--- src/rtl/write_queue.sv ---
// Wide-to-narrow write queue: accepts one IN_WIDTH word and streams it
// out LSB-first as MAX beats of OUT_WIDTH, chaining words without a bubble.
module write_queue #(
  parameter int IN_WIDTH  = 64,
  parameter int OUT_WIDTH = 32
) (
  input  logic                 clk,
  input  logic                 reset,
  input  logic [IN_WIDTH-1:0]  din,
  input  logic                 vld_in,
  output logic                 rdy_upward,
  output logic [OUT_WIDTH-1:0] dout,
  output logic                 vld_out,
  input  logic                 rdy_downward,
  output logic                 last_out
);

  localparam int MAX   = IN_WIDTH / OUT_WIDTH;
  localparam int CNT_W = $clog2(MAX);

  if ((IN_WIDTH % OUT_WIDTH) != 0 || MAX < 2) begin : g_bad_params
    $error("write_queue: IN_WIDTH must be a multiple of OUT_WIDTH with at least two beats");
  end

  typedef enum logic {
    IDLE = 1'b0,
    SEND = 1'b1
  } state_t;

  state_t              state_q, state_d;
  logic [IN_WIDTH-1:0] sreg_q,  sreg_d;
  logic [CNT_W-1:0]    cnt_q,   cnt_d;

  logic last_beat;
  logic take_in;
  logic beat_done;

  assign last_beat = (state_q == SEND) && (cnt_q == CNT_W'(MAX - 1));

  // Outputs are gated by reset so a mid-word reset hides the pending beat at once.
  always_comb begin
    rdy_upward = !reset && ((state_q == IDLE) || (last_beat && rdy_downward));
    vld_out    = !reset && (state_q == SEND);
    last_out   = vld_out && last_beat;
    dout       = vld_out ? sreg_q[OUT_WIDTH-1:0] : '0;
  end

  assign take_in   = vld_in && rdy_upward;
  assign beat_done = vld_out && rdy_downward;

  always_comb begin
    state_d = state_q;
    sreg_d  = sreg_q;
    cnt_d   = cnt_q;
    case (state_q)
      IDLE: begin
        if (take_in) begin
          sreg_d  = din;
          cnt_d   = '0;
          state_d = SEND;
        end
      end
      SEND: begin
        if (beat_done) begin
          if (!last_beat) begin
            sreg_d = sreg_q >> OUT_WIDTH;
            cnt_d  = cnt_q + CNT_W'(1);
          end else if (vld_in) begin
            // Final beat handshake doubles as the upstream accept.
            sreg_d = din;
            cnt_d  = '0;
          end else begin
            cnt_d   = '0;
            state_d = IDLE;
          end
        end
      end
      default: state_d = IDLE;
    endcase
  end

  always_ff @(posedge clk) begin
    if (reset) begin
      state_q <= IDLE;
      sreg_q  <= '0;
      cnt_q   <= '0;
    end else begin
      state_q <= state_d;
      sreg_q  <= sreg_d;
      cnt_q   <= cnt_d;
    end
  end

endmodule

--- config.mk ---
export PLATFORM = sky130hd
export DESIGN_NAME = write_queue
export DESIGN_NICKNAME = d
export VERILOG_FILES = /design/src/rtl/write_queue.sv
export SDC_FILE = /design/constraint.sdc
export NUM_CORES = 1
export LEC_CHECK = 0
export BUFFER_PORTS_ARGS = -buffer_cell sky130_fd_sc_hd__buf_2
export CELL_PAD_IN_SITES_DETAIL_PLACEMENT = 1
export CELL_PAD_IN_SITES_GLOBAL_PLACEMENT = 1
export CORE_MARGIN = 3
export CORE_UTILIZATION = 33
export CTS_BUF_LIST = sky130_fd_sc_hd__clkbuf_16
export DETAILED_ROUTE_END_ITERATION = 8
export GPL_ROUTABILITY_DRIVEN = 0
export GPL_TIMING_DRIVEN = 0
export PLACE_DENSITY = 0.86
export SKIP_LAST_GASP = 1
export SYNTH_ARGS = -nofsm -noshare
export SYNTH_HDL_FRONTEND = slang
export SYNTH_SLANG_ARGS = --single-unit
--- constraint.sdc ---
create_clock -name clk -period 1.3 [get_ports clk]
set_input_delay 0.195 -clock clk [delete_from_list [all_inputs] [get_ports clk]]
set_output_delay 0.195 -clock clk [all_outputs]
set_load 0.05 [all_outputs]
Word-level counts from Yosys, hierarchy flattened

Index checks and enable logic that the tools add are counted.

Bits in latches: 0
Input bits: 68
Memory bits (read-only): 0
RAM bits: 0
Register bits: 66
Output and inout port bits: 35
Memories: 0

Magnitude comparators: 0
Mux-type cells: 15
Reductions and logical operators: 11
Div/mod/pow operators: 0
Bitwise logic cells: 1
Equality and inequality tests: 3
Add/subtract/negate cells: 1
Shift-type cells: 0
Multiply operators: 0

Operators with widths:

| operator              | number |
|---|---|
| $mux W64              | 4 |
| $pmux W64 S2          | 1 |
| $mux W32              | 1 |
| $logic_and A1 B1 Y1   | 7 |
| $mux W1               | 7 |
| $pmux W1 S2           | 2 |
| $ne A3 B3 Y1 const B  | 1 |
| $reduce_and A3 Y1     | 1 |
| $ne A2 B1 Y1 const B  | 1 |
| $ne A2 B2 Y1 const B  | 1 |
| $reduce_and A2 Y1     | 1 |
| $add A1 B1 Y1 const B | 1 |
| $logic_not A1 Y1      | 1 |
| $logic_or A1 B1 Y1    | 1 |
| $not A1 Y1            | 1 |

Logic depth before layout (Yosys ltp)

Depth in word-level cells: 7
Mapped depth: 8
Mapped depth without buffers: 4

Worst setup path before layout

No wires, ideal clock.

Kind: flip-flop to output port
From: register state_q
To: output port dout[22]
Required time: 1,105 ps
Cell stages (with the launch flop): 4
Arrival time: 1,764 ps
Buffers on the path: 1
Path slack: -659 ps
Path through: dfxtp_1 -> nor2b_1 -> clkbuf_1 -> and2_1

Word-level cells in the longest chain between the ends: 2

Ends and longest elaborated chain:

| what                   | line | text |
|---|---|---|
| start, declared        | 30   | `state_t state_q, state_d;` |
| start signal, assigned | 88   | `state_q <= state_d;` |
| $logic_and A1 B1 Y1    | 43   | `vld_out = !reset && (state_q == SEND);` |
| net vld_out            | 13   | `output logic vld_out,` |
| $mux W32               | 45   | `dout = vld_out ? sreg_q[OUT_WIDTH-1:0] : '0;` |
| end, declared          | 12   | `output logic [OUT_WIDTH-1:0] dout,` |

The timed path passes the listed nets, and every way through them passes these cells.

Worst setup path after layout

From: register state_q
To: output port dout[24]

Word-level cells in the longest chain between the ends: 2

Ends and longest elaborated chain:

| what                | line |
|---|---|
| $logic_and A1 B1 Y1 | 43 |
| $mux W32            | 45 |

No other way between the ends.

==> results.txt <==
The final cycle utilization of the critical path is 132%. The startpoint identified for the worst hold timing path is din[58]. The fraction of synthesized cell area taken by the top area cell type came out at about 43%. The remaining global-route overflow came out at 0. On the critical path the largest part of the delay comes from buffers and inverters. The kind of end point of the critical path is an output port.

The final number of max-transition violations came to 0. The worst register-to-register path has a setup slack of -0.38 ns. The number of buffers added by the clock tree synthesis step is 9. The overall die area came out at approximately 11000 µm². For this run, the share of the core covered by cells in the final layout is a little under two thirds. The areal power density over the cells is around 1100 nW/µm². The worst hold path was traced through 3 stages. The worst flop-to-flop path startpoint is state_q. The cell area after technology mapping is roughly 3100 µm². The slowest stage of the critical path is the sky130_fd_sc_hd__dfxtp_4 cell. After layout, the worst setup slack is -0.415 ns. For this run, the number of standard cells in the final layout without fillers is 629. The biggest fanout along the worst timing path came out at 8. between 100 and 150 I/O pins were placed. The clock reaches the later pin of the worst-skew pair after 0.34 ns. The floorplan step set the die width to 103 µm.

The CTS clock-pin slew for the worst setup and hold paths is around 0.070 ns. The leading area contributor after synthesis is sky130_fd_sc_hd__dfxtp_1. The placed instance count is 582.

For this configuration, the core starts out at a cell density of 34.7%. The synthesized area per cell is 8.26 µm². In this run, synthesis inferred 0 flip-flops with an integrated enable. The endpoint identified for the worst register-to-register timing path is sreg_q[13]. The worst slack at placement is -0.464 ns. The total negative setup slack is -28.21 ns. The type of the setup path with the least slack is flop to output port. The overall die height is around 100 µm. The post-synthesis async set-or-reset flop share came out at 0%. During placement, the flow inserted port buffers numbering 101. After detailed routing, the number of vias per cell comes to 5.65.

VDD sags by at most 683 µV. The data arrival time of the critical path came out at ~1.5 ns. The count of cell types in the netlist is 22. By instance count, the leading cell after synthesis is sky130_fd_sc_hd__nand2_1. In the post-synthesis netlist, the biggest area contributors are sky130_fd_sc_hd__dfxtp_1 (43%), sky130_fd_sc_hd__a311oi_2 (15%), sky130_fd_sc_hd__nand2_1 (12%).

The leakage power total came out at ~2.2 nW. The number of DRC violations after detailed routing is 0. The post-synth net total is approximately 440. For the finished layout, the period the worst path requires is about 1.7 ns.

For the pin with the worst max-slew slack, the measured transition is 0.816 ns. The max capacitance violation total came out at 0. The most common flop cell mapped by yosys is sky130_fd_sc_hd__dfxtp_1. The total of flip-flops plus latches after synthesis is between 60 and 70. The data required time of the critical path came out at 1.11 ns. The peak per-stage delay on the critical path came out at 0.38 ns. The count of routing violations after the opening detailed-route iteration came out at 131. The worst hold path terminates at sreg_q[58]. The number of antenna violations at the first check in global routing was 0. The worst setup path is launched from a flop.

In the final routed layout, each cell accounts on average for 25.5 µm. The largest net degree at the start of global routing came out at 13. The final layout contains ~600 nets.

For this run, the register share of the synthesized area comes to a little over two fifths. The number of failing hold endpoints at the final stage came out at 0. The post-detailed-route count of antenna-violating nets came out at 0. Across every metal layer, demand over resource in global routing totals a little over a quarter. The number of antenna diodes came out at 0. The wire length of the first global-routing pass is 20800 µm. After clock tree synthesis, the flow added hold-fix buffers numbering 0.

The number of buffers and inverters on the critical path is 3. The worst hold slack across all endpoints is 0.106 ns. The class of the tightest hold or removal check is primary input to flop.

The worst setup skew after layout is 0.0108 ns. The worst pin sits at a relative slew slack of approximately 46%. The number of sinks driven by the clock tree is 66. The maximum clock rate came out at 0.583 GHz. The maximum buffer depth of the clock tree is 2. The run finished, with violations left. The wire-length estimate of the detail-placed layout is 7640 µm. The number of instances in the synthesized netlist came out at about 370. The fraction of final layout cells with drive strength greater than 1 came out at between 60% and 70%. The floorplan has 34 rows. The clock tree root buffer cell is sky130_fd_sc_hd__clkbuf_16.

The H-tree generated during clock tree synthesis spans 3 levels. Setup repair after global routing could not meet its margin everywhere. The checks that failed: negative setup slack. Counting cells, the worst reg-to-reg path comes to 7. The yosys synthesis warning count came out at 0.

The sum of routed wire length over all layers is 16100 µm. The layout has 943 filler cells. The number of global-route vias before repair was 3857. The first detailed-routing pass ran for 4 iterations. The TritonCTS clock tree is done. Detailed routing inserted a total of between 3k and 4k vias. In this run the standard cell core region covers between 8000 and 9000 µm². Walking the worst path, the cells encountered are nor2b_4, buf_12, buf_6, and2_4, buf_8.

The area growth from synthesis to final layout came out at 83.2%. The count of final setup violators came out at 100. By count the netlist is led by sky130_fd_sc_hd__nand2_1 (96), sky130_fd_sc_hd__dfxtp_1 (66), sky130_fd_sc_hd__nor2_1 (36), sky130_fd_sc_hd__and2_1 (33).
==> report_power, final <==
group          switching [mW]  leakage (nW)  internal (mW)
clock                    1.04         0.117           1.28
sequential              0.123         0.542           2.16
combinational           0.897          1.52          0.761
total                    2.06          2.18           4.20
==> final cells by class <==
| cell class | instances | area, µm² | area share [%] |
|---|---|---|---|
| Tap cell | 108 | 135 | 2.39 |
| Timing Repair Buffer | 138 | 1400 | 24.8 |
| Sequential cell | 66 | 1330 | 23.5 |
| Clock buffer | 9 | 225 | 3.99 |
| Buffer | 30 | 339 | 6.00 |
| Inverter | 1 | 3.75 | 0.0665 |
| Clock inverter | 7 | 46.3 | 0.820 |
| Multi-Input combinational cell | 270 | 2170 | 38.4 |
==> how the worst max path moves through the flow <==
stage                     startpoint    endpoint  slack [ns]  depth (start not counted)
final                        state_q    dout[24]       -0.41                          5
after global routing         state_q     dout[9]       -0.46                          5
after CTS                    state_q    dout[25]       -0.37                          5
after detailed placement       cnt_q  sreg_q[11]       -0.46                          5
after global placement         reset  rdy_upward       -0.45                          5
after floorplan              state_q   sreg_q[0]       -0.10                          7
==> layout by cell type, fill, tap and decap left out, drive strengths merged <==
| cell type | synthesis | routed |
|---|---|---|
| nand3 | 32 | 32 |
| a22oi | 1 | 1 |
| nand2b | 2 | 2 |
| a21oi | 32 | 32 |
| clkinvlp | 0 | 5 |
| o211ai | 1 | 1 |
| dfxtp | 66 | 66 |
| clkinv | 0 | 2 |
| nand2 | 96 | 96 |
| buf | 21 | 153 |
| o211a | 1 | 1 |
| inv | 1 | 1 |
| a311oi | 32 | 32 |
| and2 | 33 | 33 |
| o21ai | 1 | 1 |
| a21boi | 1 | 1 |
| nor2 | 36 | 36 |
| nor2b | 2 | 2 |
| clkbuf | 15 | 24 |
==> registers in the layout, indices dropped and copies added (netlist names) <==
signal and cells:
sreg_q 64, state_q 1, cnt_q 1
==> timing repair <==
| item | 4_1_cts | 5_1_grt |
|---|---|---|
| buffers inserted | 14 | 14 |
| endpoints found under the setup margin | 100 | 100 |
| gates cloned | 11 | 4 |
| pin swaps | 70 | 46 |
| gates resized for setup | 220 | 119 |
==> through the flow <==
step	area [µm²]	total power, mW
finish	5650	6.27
CTS	5150	5.82
global placement	3840	3.17
detailed placement	3840	3.22
global route	5650	6.45
floorplan	3200	2.91
==> worst register-to-register path: cells and delay by family (launching register included) <==
| family | cells | cell delay [ns] |
|---|---|---|
| and+or+nand+nor | 2 | 0.28 |
| buffers and inverters | 3 | 0.41 |
| DFF | 1 | 0.38 |
| AOI/OAI and AO/OA | 2 | 0.51 |
==> kinds of logic after synthesis <==
family,synth area share (%)
AO/OA/AOI/OAI,21.6
buffers and inverters,6.50
flip-flops,42.9
AND/OR/NAND/NOR,29.0
==> routing by layer <==
layer	track usage, %	wire [µm]	share of wire [%]
met5	0	0	0
met3	5.62	743	4.6
met2	46.5	8510	53
met1	30.1	6240	39
met4	12.9	562	3.5
No activity file was read; power rests on OpenSTA's default activity.
